`src/rtl/mux_sel_arbiter.sv`:
```
// Purpose : round-robin burst arbiter driving the select of a 1-bit 2:1 mux
//           (C = sel ? B : A), plus a registered copy of the selected bit.
// Latency : 1 cycle from data on the selected input to dout/dout_vld.
// Backpr. : none downstream; requesters are level-sensitive and are held off
//           simply by not being granted (no credits, no stall of dout).
//
// Ports
//   clk              rising-edge clock for all state
//   rst_n            synchronous, active-low reset
//   req_a / req_b    level-sensitive channel requests
//   data_a / data_b  serial data bits (the mux's A and B inputs)
//   sel              mux select, 0 = A, 1 = B (registered state decode only)
//   gnt_a / gnt_b    channel holds the grant this cycle
//   dout / dout_vld  selected bit, one cycle late, with its valid flag
//   busy             a grant (or parity slot) is in progress
//
// Build option
//   MUX_ARB_PARITY_EN : after a burst that runs its full BURST length, insert
//   one PAR slot that emits the even parity (XOR) of that burst's data bits
//   on dout. Undefined by default; the default build has no PAR state and no
//   parity accumulator.

module mux_sel_arbiter #(
    parameter int unsigned BURST = 4,  // max consecutive granted cycles, 1..2^CNT_W-1
    parameter int unsigned CNT_W = 3   // burst counter width
) (
    input  logic clk,
    input  logic rst_n,
    input  logic req_a,
    input  logic req_b,
    input  logic data_a,
    input  logic data_b,
    output logic sel,
    output logic gnt_a,
    output logic gnt_b,
    output logic dout,
    output logic dout_vld,
    output logic busy
);

    // ------------------------------------------------------------------
    // State encoding
    // ------------------------------------------------------------------
`ifdef MUX_ARB_PARITY_EN
    typedef enum logic [1:0] {
        ST_IDLE  = 2'd0,
        ST_GNT_A = 2'd1,
        ST_GNT_B = 2'd2,
        ST_PAR   = 2'd3
    } state_t;
`else
    typedef enum logic [1:0] {
        ST_IDLE  = 2'd0,
        ST_GNT_A = 2'd1,
        ST_GNT_B = 2'd2
    } state_t;
`endif

    localparam logic [CNT_W-1:0] BURST_C = CNT_W'(BURST);
    localparam logic [CNT_W-1:0] CNT_ONE = CNT_W'(1);

    // ------------------------------------------------------------------
    // Registers
    // ------------------------------------------------------------------
    state_t           state_q, state_d;
    logic [CNT_W-1:0] cnt_q,   cnt_d;
    logic             last_q,  last_d;      // last burst owner: 0 = A, 1 = B
    logic             dout_q,  dout_d;
    logic             dout_vld_q, dout_vld_d;
`ifdef MUX_ARB_PARITY_EN
    logic             par_q,   par_d;       // running XOR of the current burst
`endif

    // ------------------------------------------------------------------
    // Shared arbitration decision.
    // 'owner_b' is whoever most recently held (or is ending) the grant.
    // The other channel gets priority so bursts alternate without a bubble;
    // failing that the owner is re-granted; otherwise go idle.
    // In IDLE the same rule with owner = last gives the round-robin tie
    // break (the channel that did not go last wins).
    // ------------------------------------------------------------------
    function automatic state_t next_grant(input logic owner_b,
                                          input logic ra,
                                          input logic rb);
        logic other_req;
        logic own_req;
        other_req = owner_b ? ra : rb;
        own_req   = owner_b ? rb : ra;
        if (other_req) begin
            next_grant = owner_b ? ST_GNT_A : ST_GNT_B;
        end else if (own_req) begin
            next_grant = owner_b ? ST_GNT_B : ST_GNT_A;
        end else begin
            next_grant = ST_IDLE;
        end
    endfunction

    // ------------------------------------------------------------------
    // Next-state logic
    // ------------------------------------------------------------------
    logic   owner_b;     // current grant belongs to B
    logic   owner_req;   // owner still requesting at this edge
    logic   sel_bit;     // the bit currently on the mux output
    state_t arb_nxt;

    always_comb begin
        owner_b    = (state_q == ST_GNT_B);
        owner_req  = owner_b ? req_b  : req_a;
        sel_bit    = owner_b ? data_b : data_a;

        state_d    = state_q;
        cnt_d      = cnt_q;
        last_d     = last_q;
        dout_d     = dout_q;      // dout holds whenever no bit is emitted
        dout_vld_d = 1'b0;
        arb_nxt    = ST_IDLE;
`ifdef MUX_ARB_PARITY_EN
        par_d      = par_q;
`endif

        case (state_q)
            ST_IDLE: begin
                arb_nxt = next_grant(last_q, req_a, req_b);
                state_d = arb_nxt;
                cnt_d   = (arb_nxt == ST_IDLE) ? '0 : CNT_ONE;
            end

            ST_GNT_A, ST_GNT_B: begin
                if (!owner_req) begin
                    // Early release: this cycle's bit is dropped, not counted.
                    last_d  = owner_b;
                    arb_nxt = next_grant(owner_b, req_a, req_b);
                    state_d = arb_nxt;
                    cnt_d   = (arb_nxt == ST_IDLE) ? '0 : CNT_ONE;
`ifdef MUX_ARB_PARITY_EN
                    par_d   = 1'b0;
`endif
                end else begin
                    dout_d     = sel_bit;
                    dout_vld_d = 1'b1;
                    if (cnt_q == BURST_C) begin
                        last_d = owner_b;
`ifdef MUX_ARB_PARITY_EN
                        // Full burst: fold in the final bit and emit parity next.
                        par_d   = par_q ^ sel_bit;
                        state_d = ST_PAR;
                        cnt_d   = '0;
`else
                        arb_nxt = next_grant(owner_b, req_a, req_b);
                        state_d = arb_nxt;
                        cnt_d   = (arb_nxt == ST_IDLE) ? '0 : CNT_ONE;
`endif
                    end else begin
`ifdef MUX_ARB_PARITY_EN
                        par_d = par_q ^ sel_bit;
`endif
                        cnt_d = cnt_q + CNT_ONE;
                    end
                end
            end

`ifdef MUX_ARB_PARITY_EN
            ST_PAR: begin
                // last_q already names the owner of the burst just finished.
                dout_d     = par_q;
                dout_vld_d = 1'b1;
                par_d      = 1'b0;
                arb_nxt    = next_grant(last_q, req_a, req_b);
                state_d    = arb_nxt;
                cnt_d      = (arb_nxt == ST_IDLE) ? '0 : CNT_ONE;
            end
`endif

            default: begin
                state_d = ST_IDLE;
                cnt_d   = '0;
            end
        endcase
    end

    // ------------------------------------------------------------------
    // State registers, synchronous active-low reset.
    // Reset sets last = B so that A wins the first tie.
    // ------------------------------------------------------------------
    always_ff @(posedge clk) begin
        if (!rst_n) begin
            state_q    <= ST_IDLE;
            cnt_q      <= '0;
            last_q     <= 1'b1;
            dout_q     <= 1'b0;
            dout_vld_q <= 1'b0;
`ifdef MUX_ARB_PARITY_EN
            par_q      <= 1'b0;
`endif
        end else begin
            state_q    <= state_d;
            cnt_q      <= cnt_d;
            last_q     <= last_d;
            dout_q     <= dout_d;
            dout_vld_q <= dout_vld_d;
`ifdef MUX_ARB_PARITY_EN
            par_q      <= par_d;
`endif
        end
    end

    // ------------------------------------------------------------------
    // Moore outputs, decoded from the state register only so that sel
    // never glitches with the request inputs.
    // ------------------------------------------------------------------
    always_comb begin
        gnt_a = (state_q == ST_GNT_A);
        gnt_b = (state_q == ST_GNT_B);
        busy  = (state_q != ST_IDLE);
`ifdef MUX_ARB_PARITY_EN
        sel   = (state_q == ST_GNT_B) || ((state_q == ST_PAR) && last_q);
`else
        sel   = (state_q == ST_GNT_B);
`endif
    end

    assign dout     = dout_q;
    assign dout_vld = dout_vld_q;

endmodule

```
`config.mk`:
```
export PLATFORM = sky130hd
export DESIGN_NAME = mux_sel_arbiter
export DESIGN_NICKNAME = d
export VERILOG_FILES = /design/src/rtl/mux_sel_arbiter.sv
export SDC_FILE = /design/constraint.sdc
export NUM_CORES = 1
export LEC_CHECK = 0
export ABC_CLOCK_PERIOD_IN_PS = 3400
export CAP_MARGIN = 20
export CORE_MARGIN = 2
export CORE_UTILIZATION = 34
export CTS_CLUSTER_DIAMETER = 50
export DETAILED_ROUTE_END_ITERATION = 10
export PLACE_DENSITY = 0.63
export SETUP_SLACK_MARGIN = 0.05
export SYNTH_ARGS = -nofsm -noshare
export SYNTH_HDL_FRONTEND = slang
export SYNTH_SLANG_ARGS = --single-unit
```
`constraint.sdc`:
```
create_clock -name clk -period 3.4 [get_ports clk]
set_input_delay 0.68 -clock clk [delete_from_list [all_inputs] [get_ports clk]]
set_output_delay 0.68 -clock clk [all_outputs]
set_load 0.01 [all_outputs]
```
==> results of run 1 <==
-- critical path, delay by kind of cell, from the launching register on --
kind                     cells  cell delay (ns)
adder cells (fa/ha/maj)      1             0.32
buffers and inverters        2             0.72
flip-flops                   1             0.32
-- flip-flops by register name, indices dropped and copies added, names as in the netlist --
signal and count:
state_q 2, last_q 1, dout_vld 1, dout 1
cnt_q 3
-- cell families after synthesis --
family                   synth area share
adder cells (fa/ha/maj)             0.166
AO/OA/AOI/OAI                       0.211
buffers and inverters              0.0641
XOR/XNOR                           0.0166
multiplexers                       0.0594
AND/OR/NAND/NOR                     0.178
flip-flops                          0.304
-- routing by layer --
layer	up-vias	part of all wire	global-route usage
met5	-	0	0
met4	0	0.0097	0.0909
met3	2	0.039	0.0333
met2	7	0.47	0.197
met1	195	0.48	0.158
li1	233	-	-
-- layout by cell type (no fill, tap or decap), types with 2 or more instances in the layout --
cell type | synthesis | routed
clkdlybuf4s50_1 | 0 | 11
clkbuf_4 | 0 | 3
a21boi_0 | 2 | 2
ha_1 | 7 | 7
dfxtp_1 | 8 | 8
a21oi_1 | 5 | 5
inv_1 | 7 | 7
nand2_1 | 2 | 2
mux2i_1 | 2 | 2
nor2_1 | 4 | 4
-- area by class of cell --
cell class,count,area [um^2],share of cell area
Clock buffer,3,22.5,0.0335
Inverter,7,26.3,0.0391
Multi-Input combinational cell,42,333,0.495
Sequential cell,8,160,0.238
Tap cell,16,20.0,0.0298
Timing Repair Buffer,11,110,0.164
-- power breakdown --
| group | total, W | switching (W) | internal (W) |
|---|---|---|---|
| sequential | 0.000139 | 0.0000181 | 0.000121 |
| clock | 0.0000684 | 0.0000283 | 0.0000401 |
| combinational | 0.000261 | 0.000132 | 0.000129 |
-- worst paths after layout --
| kind | start | to | slack, ns |
|---|---|---|---|
| setup reg to reg | state_q[0] | state_q[0] | 1.68 |
| hold reg to reg | dout | dout | 0.53 |
| hold / removal | dout | dout | 0.53 |
| setup / recovery | state_q[0] | sel | 1.12 |
-- per-stage QoR --
step           total power (W)  utilization  std cells  cell area [um^2]
5_1_grt               0.000511        0.457         87               672
2_1_floorplan         0.000313            -         58               527
3_3_place_gp          0.000399        0.441         84               649
6_report              0.000468        0.457         87               672
3_5_place_dp          0.000403        0.441         84               649
4_1_cts               0.000475        0.457         87               672
==> results_dict.tcl, run 1 <==
set metrics [dict create \
    status "finished clean" \
    cts_buffer_depth 2 \
    tns_ns 0 \
    fmax_mhz 438 \
    num_io_pins 12 \
    grt_max_degree 8 \
    finalSetupViolCount 0 \
    post-place-ws_ns 1.20 \
    port_buffers 11 \
    period_needed_ns 2.28 \
    yosys.area.top_type "dfxtp_1" \
    synthArstFlopShare 0 \
    worstMarginPinSlew_ns 0.334 \
    powerDensity_nw_per_um2 696 \
    cp_cell_sequence "inv_1, ha_1, clkdlybuf4s50_1" \
    hold_viol 0 \
    cap_violations 0 \
    overflow 0 \
    cts_made_buffers 3 \
    antenna_found_initial 0 \
    setup_ws_ns 1.12 \
    grt_pass1_vias 428 \
    hp-class "reg -> reg" \
    rows 14 \
    ant_nets 0 \
    grt_setup_unrepaired "false" \
    critical_path_arrival_ns 1.60 \
    leakage_nw 0.275 \
    wl_per_cell_um 11.9 \
    grt_first_pass_wirelength_mm 1.76 \
    yosysMostFrequentCell "dfxtp_1" \
    start_util 0.358 \
    drtIter0Drc 4 \
    synthTopCellsByArea "dfxtp_1 (30%), ha_1 (17%), inv_1 (5.0%), a21oi_1 (4.8%), mux2i_1 (3.8%)" \
    synthesis.nets 71 \
    relSlewSlack 0.775 \
    finalCritPeriodShare 0.671 \
    ys_top_cells_by_count "dfxtp_1 (8), ha_1 (7), inv_1 (7), a21oi_1 (5), nor2_1 (4)" \
    fp.dieW_um 43.4 \
    slowest_delay_ns 0.59 \
    firstDrtPassIters 3 \
    insertion_delay_ns 0.24 \
    crit_required_ns 2.72 \
    crit_slowest_cell "clkdlybuf4s50_1" \
    dp.final_hpwl_um 849 \
    rr_worst_depth 5 \
    fill_cells 156 \
    dieHeight_um 43.4 \
    synth-seq-cells 8 \
    drive_gt1_frac 0.0986 \
    final_nets 86 \
    whs_path_depth 2 \
    hold_buffers 0 \
    cts_tree "yes" \
    htreeDepth 1 \
    cp-end-kind "output pin" \
    wirelength_mm 1.03 \
    drc 0 \
    fin_skew_ns 0.00101 \
    cp_max_fo 7 \
    slew_viol_final 0 \
    ir_drop_mv 0.314 \
    synth_enable_flop_cells 0 \
    track_usage 0.129 \
    worstSetupPathType "reg -> out" \
    avgSynthCellArea_um2 9.08 \
    seq_area_frac_synth 0.304 \
    yosysWarnings 0 \
    area_growth_pct 27.6 \
    fp.dieArea_um2 1880 \
    critPathLaunchType "register" \
    cts_sinks 8 \
    ys.flop_type "dfxtp_1" \
    gp_congestion 0.744 \
    routed_via_density 5.02 \
    core_area_um2 1470 \
    path_clk_slew_ns 0.05 \
    synthDominantCellAreaShare 0.304 \
    post-cts-setup-buffers 0 \
    cts_root_buffer "clkbuf_4" \
    cts-resized-gates 0 \
    hold_ws_ns 0.528 \
    syn_inst 58 \
    dr_total_vias 437 \
    n_antenna_cell 0 \
    synth.distinct_cells 29 \
    netlist_area_um2 527 \
]
(Power assumes the default switching activity.)
==> inputs of run 2 (changes only) <==
ABC_CLOCK_PERIOD_IN_PS = 2310   (was 3400)
clock period = 2.31 ns   (was 3.4 ns; I/O delays follow)
==> run 2 against run 1 <==
  * Wire length increased by 1.2%
  * First-iteration DRC count increased to 3.0 times the previous value
  * Power increased by 46%
  * Flip-flop and latch count unchanged
  * Critical endpoint unchanged
  * Global-route usage decreased by 0.075 points
  * Via count increased by 2.5%
  * Clock-buffer cell count unchanged
  * Clock power increased by 45%
  * Largest power group unchanged
  * Sequential share of layout area unchanged
  * Sequential power increased by 47%
==> results_dict.tcl, run 2 (synthesis gave the netlist of run 1 again) <==
set metrics [dict create \
    status "finished clean" \
    tns_ns 0 \
    gp_congestion 0.744 \
    htreeDepth 1 \
    hp-start "dout" \
    antenna_found_initial 0 \
    cts_root_buffer "clkbuf_4" \
    final_cell_area_um2 672 \
    placed_cell_area_um2 649 \
    crit_required_ns 1.85 \
    grt_first_pass_wirelength_mm 1.74 \
    grt_pass1_vias 413 \
    drive_gt1_frac 0.0986 \
    final_cell_mix "clkdlybuf4s50_1 (11), dfxtp_1 (8), inv_1 (7), ha_1 (7), a21oi_1 (5)" \
    area_growth_pct 27.6 \
    cp_cell_sequence "inv_1, ha_1, clkdlybuf4s50_1" \
    min_to "dout" \
    fp.dieW_um 43.4 \
    num_io_pins 12 \
    post-cts-setup-buffers 0 \
    crit_start "state_q[0]" \
    cts_buffer_depth 2 \
    setup_ws_ns 0.261 \
    netSwitchingPower_w 0.000260 \
    layout_commonest_cell "clkdlybuf4s50_1" \
    post-place-ws_ns 0.331 \
    critical_path_arrival_ns 1.59 \
    slowest_delay_ns 0.58 \
    rr_worst_depth 5 \
    worstMarginPinSlew_ns 0.324 \
    p_sw_frac 0.379 \
    overflow 0 \
    r2r_setup_slack_ns 0.59 \
    powerDensity_nw_per_um2 1020 \
    reg.largest.list "cnt_q (3), state_q (2)" \
    wl_met1_um 496 \
    largest_register_ff_count 3 \
    firstDrtPassIters 4 \
    r2r-start "state_q[0]" \
    cts-resized-gates 0 \
    cts_made_buffers 3 \
    ir_drop_mv 0.419 \
    grt_max_degree 8 \
    pwr-share-comb 0.557 \
    dp.final_hpwl_um 846 \
    fp.dieArea_um2 1880 \
    finalSetupViolCount 0 \
    drc 0 \
    insertion_delay_ns 0.24 \
    p_int_w 0.000425 \
    start_util 0.358 \
    dr_total_vias 448 \
    wirelength_mm 1.04 \
    hold_buffers 0 \
    cp-end-kind "output pin" \
    grt_setup_unrepaired "false" \
    p_seq_frac 0.298 \
    critPathLaunchType "register" \
    track_usage 0.129 \
    finalCritPeriodShare 0.887 \
    pwr-share-clk 0.145 \
    routed_via_density 5.15 \
    path_buf_inv 2 \
    crit_slowest_cell "clkdlybuf4s50_1" \
    hp-class "reg -> reg" \
    largest-register "cnt_q" \
    rows 14 \
    wl_per_cell_um 12.0 \
    relSlewSlack 0.782 \
    fin_skew_ns 0.00199 \
    final_nets 86 \
    cts_sinks 8 \
    worst_r2r_endpoint "state_q[0]" \
    drtIter0Drc 12 \
    hold_viol 0 \
    port_buffers 11 \
    whs_path_depth 2 \
    worstSetupPathType "reg -> out" \
    dr_wl_met3_um 60 \
    cts_tree "yes" \
    leakage_nw 0.275 \
    fmax_mhz 488 \
    slew_viol_final 0 \
    highest_layer "met4" \
    core_area_um2 1470 \
    dieHeight_um 43.4 \
    n_antenna_cell 0 \
    path_clk_slew_ns 0.05 \
    route.met2.wl_um 475 \
    period_needed_ns 2.05 \
    crit_family "buffers and inverters" \
    ant_nets 0 \
    cap_violations 0 \
    cp_max_fo 7 \
]
==> run 2: cell counts in the layout (fill, tap and decap cells not counted) <==
No cell type changed its count.
==> run 2: worst max-delay path by stage <==
stage                      end  slack (ns)  cells after the start
global placement    state_q[0]        0.32                      4
global route               sel        0.15                      3
detailed placement  state_q[0]        0.33                      4
CTS                      gnt_b        0.25                      3
finish                     sel        0.26                      3
floorplan           state_q[0]        0.72                      5
==> run 2: routing by layer <==
layer,global-route usage,vias to the layer above
met2,0.179,17
li1,-,233
met3,0.0333,2
met1,0.172,196
met5,0,-
met4,0.0909,0
==> run 2: power groups by stage <==
| stage | clock (W) | sequential, W | combinational, W |
|---|---|---|---|
| 2_1_floorplan | 0 | 0.000206 | 0.000255 |
| 3_3_place_gp | 0 | 0.000207 | 0.000381 |
| 3_5_place_dp | 0 | 0.000207 | 0.000382 |
| 4_1_cts | 0.000106 | 0.000205 | 0.000384 |
| 5_1_grt | 0.000114 | 0.000209 | 0.000425 |
| 6_report | 0.0000992 | 0.000204 | 0.000382 |
==> run 2: stage by stage <==
stage	instances	hold slack, ns	util	total power [W]
4_1_cts	87	0.531	0.457	0.000694
3_3_place_gp	84	0.518	0.441	0.000587
6_report	87	0.530	0.457	0.000685
2_1_floorplan	58	0.487	-	0.000461
3_5_place_dp	84	0.527	0.441	0.000589
5_1_grt	87	0.561	0.457	0.000748
==> run 2: cell type report <==
class	instances	area, um^2
fill	148	800
multi-input combinational	42	333
sequential	8	160
timing repair buffer	11	110
inverter	7	26.3
clock buffer	3	22.5
tap	16	20.0
==> run 2: tightest hold or removal path: stages, from the launching register on <==
cell and delay, ns:
dfxtp_1 0.31, a21oi_1 0.11, a311oi_1 0.06
==> inputs of run 3 (changes only) <==
SETUP_SLACK_MARGIN = 0.02   (was 0.05)
==> results of run 3 <==
Final layout, timing and power as in run 2 (identical DEF).
